===== config.mk =====
export PLATFORM = sky130hd
export DESIGN_NAME = rtc_read_sequencer
export DESIGN_NICKNAME = d
export VERILOG_FILES = /design/src/rtl/rtc_read_sequencer.sv
export SDC_FILE = /design/constraint.sdc
export NUM_CORES = 1
export LEC_CHECK = 0
export BUFFER_PORTS_ARGS = -buffer_cell sky130_fd_sc_hd__buf_2
export CAP_MARGIN = 25
export CORE_MARGIN = 2
export CORE_UTILIZATION = 54
export DETAILED_ROUTE_END_ITERATION = 8
export GPL_ROUTABILITY_DRIVEN = 0
export PLACE_DENSITY = 0.8
export REMOVE_ABC_BUFFERS = 1
export SLEW_MARGIN = 10
export SYNTH_ARGS = -nofsm -noshare
export SYNTH_HDL_FRONTEND = slang
export SYNTH_SLANG_ARGS = --single-unit

===== constraint.sdc =====
create_clock -name clk -period 5.2 [get_ports clk]
set_input_delay 0.52 -clock clk [delete_from_list [all_inputs] [get_ports clk]]
set_output_delay 0.52 -clock clk [all_outputs]
set_load 0.01 [all_outputs]

===== src/rtl/rtc_read_sequencer.sv =====
// rtc_read_sequencer
//   Read sequencer for the RTC bus. A start pulse makes it write NUM_CMDS
//   transfer commands (CMD_DATA to CMD_BASE+i). It then reads every slot
//   whose rd_mask bit is set, using the address taken from rd_addr_list.
//   Each bus transaction uses a req/ack handshake and has its own watchdog.
//
//   Optional build macro: ATOMIC_UPDATE_EN
//     defined   - reads are collected in a shadow bank. rd_data is updated
//                 from the shadow bank only in the cycle that done pulses.
//     undefined - each rd_data slot is updated in the cycle after its ack.
//
// Ports
//   clk, reset    : clock and synchronous active-high reset
//   start         : one-cycle pulse that starts a sequence (ignored when busy)
//   abort         : level input that cancels a running sequence
//   rd_addr_list  : address for each slot, slot i at [i*ADDR_W +: ADDR_W]
//   rd_mask       : bit i = 1 reads slot i, 0 skips it
//   bus_req/we/addr/wdata : transaction request to the bus controller
//   bus_ack/rdata : completion pulse and read data from the bus controller
//   rd_data       : read data bank, slot i at [i*DATA_W +: DATA_W]
//   busy          : high whenever the sequencer is not idle
//   done/err/aborted : one-cycle pulses for completion, timeout and abort
module rtc_read_sequencer #(
    parameter int                NUM_REGS    = 9,
    parameter int                DATA_W      = 8,
    parameter int                ADDR_W      = 8,
    parameter int                NUM_CMDS    = 2,
    parameter logic [ADDR_W-1:0] CMD_BASE    = 8'hF1,
    parameter logic [DATA_W-1:0] CMD_DATA    = 8'h00,
    parameter int                TIMEOUT_CYC = 255
) (
    input  logic                         clk,
    input  logic                         reset,
    input  logic                         start,
    input  logic                         abort,
    input  logic [NUM_REGS*ADDR_W-1:0]   rd_addr_list,
    input  logic [NUM_REGS-1:0]          rd_mask,
    output logic                         bus_req,
    output logic                         bus_we,
    output logic [ADDR_W-1:0]            bus_addr,
    output logic [DATA_W-1:0]            bus_wdata,
    input  logic                         bus_ack,
    input  logic [DATA_W-1:0]            bus_rdata,
    output logic [NUM_REGS*DATA_W-1:0]   rd_data,
    output logic                         busy,
    output logic                         done,
    output logic                         err,
    output logic                         aborted
);
    localparam int SLOT_W = (NUM_REGS > 1) ? $clog2(NUM_REGS) : 1;
    localparam int WDOG_W = $clog2(TIMEOUT_CYC + 1);

    typedef enum logic [1:0] {S_IDLE, S_CMD, S_READ, S_DONE} state_t;

    state_t                       state_q, state_d;
    logic [2:0]                   cmd_idx_q, cmd_idx_d;
    logic [SLOT_W-1:0]            slot_q, slot_d;
    logic [WDOG_W-1:0]            wdog_q, wdog_d;
    logic [NUM_REGS-1:0]          mask_q, mask_d;
    logic [NUM_REGS*ADDR_W-1:0]   addr_q, addr_d;
    logic [NUM_REGS*DATA_W-1:0]   rd_data_q, rd_data_d;
`ifdef ATOMIC_UPDATE_EN
    logic [NUM_REGS*DATA_W-1:0]   shadow_q, shadow_d;
`endif
    logic                         bus_req_q, bus_req_d;
    logic                         bus_we_q, bus_we_d;
    logic [ADDR_W-1:0]            bus_addr_q, bus_addr_d;
    logic [DATA_W-1:0]            bus_wdata_q, bus_wdata_d;
    logic                         busy_q, busy_d;
    logic                         done_q, done_d;
    logic                         err_q, err_d;
    logic                         aborted_q, aborted_d;

    logic                         timeout;
    logic [SLOT_W:0]              nxt_slot, cmd_first, start_first;

    // Returns the lowest set mask bit at or above 'from' as {found, index}.
    function automatic logic [SLOT_W:0] first_set(input logic [NUM_REGS-1:0] m,
                                                  input int from);
        logic [SLOT_W:0] r;
        r = '0;
        for (int i = NUM_REGS - 1; i >= 0; i--) begin
            if (i >= from && m[i]) begin
                r = {1'b1, SLOT_W'(i)};
            end
        end
        return r;
    endfunction

    always_comb begin
        state_d   = state_q;
        cmd_idx_d = cmd_idx_q;
        slot_d    = slot_q;
        wdog_d    = wdog_q;
        mask_d    = mask_q;
        addr_d    = addr_q;
        rd_data_d = rd_data_q;
`ifdef ATOMIC_UPDATE_EN
        shadow_d  = shadow_q;
`endif
        done_d    = 1'b0;
        err_d     = 1'b0;
        aborted_d = 1'b0;

        // An ack in the same cycle as the limit takes priority, because the ack branch is checked first.
        timeout     = (wdog_q == WDOG_W'(TIMEOUT_CYC - 1));
        nxt_slot    = first_set(mask_q, int'(slot_q) + 1);
        cmd_first   = first_set(mask_q, 0);
        start_first = first_set(rd_mask, 0);

        case (state_q)
            S_IDLE: begin
                if (start && !abort) begin
                    mask_d    = rd_mask;
                    addr_d    = rd_addr_list;
                    cmd_idx_d = '0;
                    wdog_d    = '0;
`ifdef ATOMIC_UPDATE_EN
                    // Seed the shadow bank so skipped slots keep their current value on commit.
                    shadow_d  = rd_data_q;
`endif
                    if (NUM_CMDS > 0) begin
                        state_d = S_CMD;
                    end else if (start_first[SLOT_W]) begin
                        state_d = S_READ;
                        slot_d  = start_first[SLOT_W-1:0];
                    end else begin
                        state_d = S_DONE;
                    end
                end
            end
            S_CMD: begin
                if (abort) begin
                    state_d   = S_IDLE;
                    aborted_d = 1'b1;
                    wdog_d    = '0;
                end else if (bus_ack) begin
                    wdog_d = '0;
                    if (int'(cmd_idx_q) == NUM_CMDS - 1) begin
                        if (cmd_first[SLOT_W]) begin
                            state_d = S_READ;
                            slot_d  = cmd_first[SLOT_W-1:0];
                        end else begin
                            state_d = S_DONE;
                        end
                    end else begin
                        cmd_idx_d = cmd_idx_q + 3'd1;
                    end
                end else if (timeout) begin
                    state_d = S_IDLE;
                    err_d   = 1'b1;
                    wdog_d  = '0;
                end else begin
                    wdog_d = wdog_q + 1'b1;
                end
            end
            S_READ: begin
                if (abort) begin
                    state_d   = S_IDLE;
                    aborted_d = 1'b1;
                    wdog_d    = '0;
                end else if (bus_ack) begin
                    wdog_d = '0;
                    for (int i = 0; i < NUM_REGS; i++) begin
                        if (slot_q == SLOT_W'(i)) begin
`ifdef ATOMIC_UPDATE_EN
                            shadow_d[i*DATA_W +: DATA_W] = bus_rdata;
`else
                            rd_data_d[i*DATA_W +: DATA_W] = bus_rdata;
`endif
                        end
                    end
                    if (nxt_slot[SLOT_W]) begin
                        slot_d = nxt_slot[SLOT_W-1:0];
                    end else begin
                        state_d = S_DONE;
                    end
                end else if (timeout) begin
                    state_d = S_IDLE;
                    err_d   = 1'b1;
                    wdog_d  = '0;
                end else begin
                    wdog_d = wdog_q + 1'b1;
                end
            end
            S_DONE: begin
                // Abort in this state has no effect, so done still pulses.
                state_d = S_IDLE;
                done_d  = 1'b1;
`ifdef ATOMIC_UPDATE_EN
                rd_data_d = shadow_q;
`endif
            end
            default: state_d = S_IDLE;
        endcase

        // The bus outputs are registered and show the transaction of the state being entered.
        bus_req_d   = 1'b0;
        bus_we_d    = 1'b0;
        bus_addr_d  = '0;
        bus_wdata_d = '0;
        if (state_d == S_CMD) begin
            bus_req_d   = 1'b1;
            bus_we_d    = 1'b1;
            bus_addr_d  = CMD_BASE + ADDR_W'(cmd_idx_d);
            bus_wdata_d = CMD_DATA;
        end else if (state_d == S_READ) begin
            bus_req_d = 1'b1;
            for (int i = 0; i < NUM_REGS; i++) begin
                if (slot_d == SLOT_W'(i)) begin
                    bus_addr_d = addr_d[i*ADDR_W +: ADDR_W];
                end
            end
        end
        busy_d = (state_d != S_IDLE);
    end

    always_ff @(posedge clk) begin
        if (reset) begin
            state_q     <= S_IDLE;
            cmd_idx_q   <= '0;
            slot_q      <= '0;
            wdog_q      <= '0;
            mask_q      <= '0;
            addr_q      <= '0;
            rd_data_q   <= '0;
`ifdef ATOMIC_UPDATE_EN
            shadow_q    <= '0;
`endif
            bus_req_q   <= 1'b0;
            bus_we_q    <= 1'b0;
            bus_addr_q  <= '0;
            bus_wdata_q <= '0;
            busy_q      <= 1'b0;
            done_q      <= 1'b0;
            err_q       <= 1'b0;
            aborted_q   <= 1'b0;
        end else begin
            state_q     <= state_d;
            cmd_idx_q   <= cmd_idx_d;
            slot_q      <= slot_d;
            wdog_q      <= wdog_d;
            mask_q      <= mask_d;
            addr_q      <= addr_d;
            rd_data_q   <= rd_data_d;
`ifdef ATOMIC_UPDATE_EN
            shadow_q    <= shadow_d;
`endif
            bus_req_q   <= bus_req_d;
            bus_we_q    <= bus_we_d;
            bus_addr_q  <= bus_addr_d;
            bus_wdata_q <= bus_wdata_d;
            busy_q      <= busy_d;
            done_q      <= done_d;
            err_q       <= err_d;
            aborted_q   <= aborted_d;
        end
    end

    assign bus_req   = bus_req_q;
    assign bus_we    = bus_we_q;
    assign bus_addr  = bus_addr_q;
    assign bus_wdata = bus_wdata_q;
    assign rd_data   = rd_data_q;
    assign busy      = busy_q;
    assign done      = done_q;
    assign err       = err_q;
    assign aborted   = aborted_q;

endmodule


==> impl_metrics.env <==
export IMPL_status="complete, no violations"
export IMPL_numPortBuffers=179
export IMPL_num_rows=45
export IMPL_synthSimpleGateAreaFrac_pct=21.6
export IMPL_final_nets=1253
export IMPL_synth_warnings=0
export IMPL_synthCells=1002
export IMPL_synth_compound_area_share_pct=17.2
export IMPL_drc=0
export IMPL_cp_max_fo=10
export IMPL_cp_end_kind="register"
export IMPL_synth_most_common_cell="dfxtp_1"
export IMPL_routed_wirelength_um=22600
export IMPL_skew_ns=0.00650
export IMPL_clock_latency_ns=0.44
export IMPL_slew_limit_headroom_pct=29.3
export IMPL_route_met3_wl_um=1830
export IMPL_p_per_area_mw_per_mm2=302
export IMPL_highest_layer="met4"
export IMPL_ant_nets=0
export IMPL_die_x_um=129
export IMPL_synth_seq_cells=184
export IMPL_num_antenna_cells=0
export IMPL_drt_pass1_iterations=7
export IMPL_wl_per_cell_um=16.8
export IMPL_avgSynthCellArea_um2=8.41
export IMPL_hp_class="in -> reg"
export IMPL_muxShareOfSynthArea_pct=9.77
export IMPL_cts_max_level=4
export IMPL_path_class="reg -> reg"
export IMPL_required_ns=5.52
export IMPL_period_needed_ns=4.30
export IMPL_die_h_um=129
export IMPL_start_util_pct=55.4
export IMPL_synth_top_area_cell="dfxtp_1"
export IMPL_setup_viol=0
export IMPL_synth_xor_area_share_pct=0.505
export IMPL_cts_sinks=184
export IMPL_maxCapViolCount=0
export IMPL_avgViaCountPerCell=5.79
export IMPL_grt_overflow_total=0
export IMPL_maxSlewViolCount=0
export IMPL_synth_common_cells="184 x dfxtp_1, 155 x nand2_1, 130 x a21oi_1, 100 x nor2_1, 71 x mux2i_1"
export IMPL_grt_max_degree=100
export IMPL_ys_flop_type="dfxtp_1"
export IMPL_drt_initial_drc_count=680
export IMPL_ios=188
export IMPL_ir_drop_v=0.000230
export IMPL_core_area_mm2=0.0152
export IMPL_rsz0062_at_grt="no"
export IMPL_synth_edff_count=0
export IMPL_start_kind="register"
export IMPL_dpl_hpwl_um=15900
export IMPL_cts_buffers=17
export IMPL_cts_tree="yes"
export IMPL_hold_viol=0
export IMPL_root_buffer="clkbuf_16"
export IMPL_grt_usage_pct=26.5
export IMPL_ys_seq_area_share_pct=43.7
export IMPL_first_global_vias=6991
export IMPL_synth_top_family_by_area="simple AND/OR/NAND/NOR gates"
export IMPL_power_leakage_uw=0.00438
export IMPL_post_cts_resized=0
export IMPL_cts_hold_buf=0
export IMPL_cts_post_setup_buffers_inserted=0
export IMPL_clk_pin_slew_worst_paths_ns=0.07
export IMPL_vias=7775
export IMPL_synth_top_area_share_pct=43.7
export IMPL_setup_tns_ns=0
export IMPL_clock_path_buffers=2
export IMPL_fin_area_mm2=0.00992
export IMPL_ys_top_cells_by_area="dfxtp_1 44%, mux2i_1 8.4%, a21oi_1 7.7%"
export IMPL_fmax_ghz=0.233
export IMPL_antenna_found_initial=0
export IMPL_period_share_pct=82.6
export IMPL_fp_dieArea_mm2=0.0166
export IMPL_worst_slew_pin_slew_ns=1.05
export IMPL_wl_met2_um=10900
export IMPL_ys_types=85
export IMPL_grt_first_pass_wirelength_um=34800
export IMPL_syn_area_mm2=0.00843
export IMPL_met1_length_um=9380
export IMPL_synthAdderAreaFrac_pct=2.52
export IMPL_drive_above_1_share_pct=22.8
export IMPL_async_reset_ff_share_pct=0
export IMPL_arrival_ns=4.61
export IMPL_syn_to_final_growth_pct=17.7
export IMPL_placed_area_mm2=0.00935
[final timing paths]
| kind | start | end | slack, ns | cells after the start |
|---|---|---|---|---|
| setup / recovery | slot_q[0] | bus_addr[3] | 0.90 | 18 |
| hold / removal | rd_mask[2] | mask_q[2] | 0.32 | 3 |
| setup reg to reg | slot_q[0] | bus_addr[3] | 0.90 | 18 |
| hold reg to reg | rd_data[50] | rd_data[50] | 0.45 | 2 |
[through the flow]
stage          instances  utilization, %  hold slack, ns  setup slack [ns]  power [uW]
2_1_floorplan        934               -           0.423             0.836        1650
3_3_place_gp        1311            61.5           0.435              1.16        1760
3_5_place_dp        1311            61.5           0.444             0.984        1760
4_1_cts             1343            65.3           0.305             0.946        3000
5_1_grt             1343            65.3           0.323             0.609        3090
6_report            1343            65.3           0.317             0.903        2990
[sequential cells by signal, summed over array words and instances, names as in the netlist]
| register | flops |
|---|---|
| slot_q | 4 |
| mask_q | 9 |
| bus_we | 1 |
| done | 1 |
| err | 1 |
| busy | 1 |
| rd_data | 72 |
| bus_addr | 8 |
| cmd_idx_q | 3 |
| wdog_q | 8 |
| state_q | 2 |
| bus_req | 1 |
| aborted | 1 |
| addr_q | 72 |
[cells by family (layout without fill, tap and decap cells)]
| logic type | count (synthesis) | after routing |
|---|---|---|
| XOR/XNOR | 4 | 4 |
| AO/OA/AOI/OAI | 231 | 231 |
| AND/OR/NAND/NOR | 397 | 397 |
| adder cells (fa/ha/maj) | 17 | 17 |
| multiplexers | 77 | 77 |
| flip-flops | 184 | 184 |
| other | 1 | 8 |
| buffers and inverters | 91 | 237 |
[worst max-delay path: stages, from the launching register on]
cell and delay [ns]:
dfxtp_1 0.59, inv_1 0.14, ha_1 0.37, or3b_4 0.28, o31ai_4 0.06, a31oi_1 0.35
a211oi_2 0.10, and2_1 0.19, o21ai_0 0.14, a211oi_1 0.09, a21oi_1 0.13, a2bb2oi_1 0.34
inv_1 0.08, ha_1 0.22, nand2_1 0.11, clkinv_1 0.21, and4_1 0.29, nor4b_1 0.38
nor3_2 0.09
[metal layers]
| layer | track usage [%] | vias up |
|---|---|---|
| met2 | 44.4 | 330 |
| li1 | - | 3772 |
| met5 | 0 | - |
| met1 | 33.5 | 3626 |
| met4 | 9.91 | 0 |
| met3 | 6.11 | 47 |
[layout by cell type (no fill, tap or decap), types with 5 or more instances in the layout]
master,n
conb_1,8
nor2_1,100
and3_1,7
buf_4,10
o211ai_1,5
o22ai_1,5
buf_2,178
a31oi_1,5
o21ai_1,6
or3_1,6
nor3_1,8
clkbuf_16,17
nor2b_1,10
and2_1,7
a211oi_1,5
mux2i_1,71
o21ai_0,18
ha_1,17
a21oi_1,130
dfxtp_1,184
nand3_1,65
o21a_1,5
nand2_1,155
inv_1,15
[area by class of cell]
| type | instances | area [um^2] |
|---|---|---|
| clock buffer | 17 | 425 |
| clock inverter | 15 | 140 |
| fill | 1286 | 5280 |
| inverter | 16 | 60.1 |
| multi-input combinational | 734 | 4390 |
| sequential | 184 | 3680 |
| tap | 188 | 235 |
| timing repair buffer | 189 | 986 |
[where the power goes]
group,switching [uW],internal [uW]
Clock,595,668
Combinational,165,104
Sequential,16.5,1450
Power figures use the tool's default switching activity.
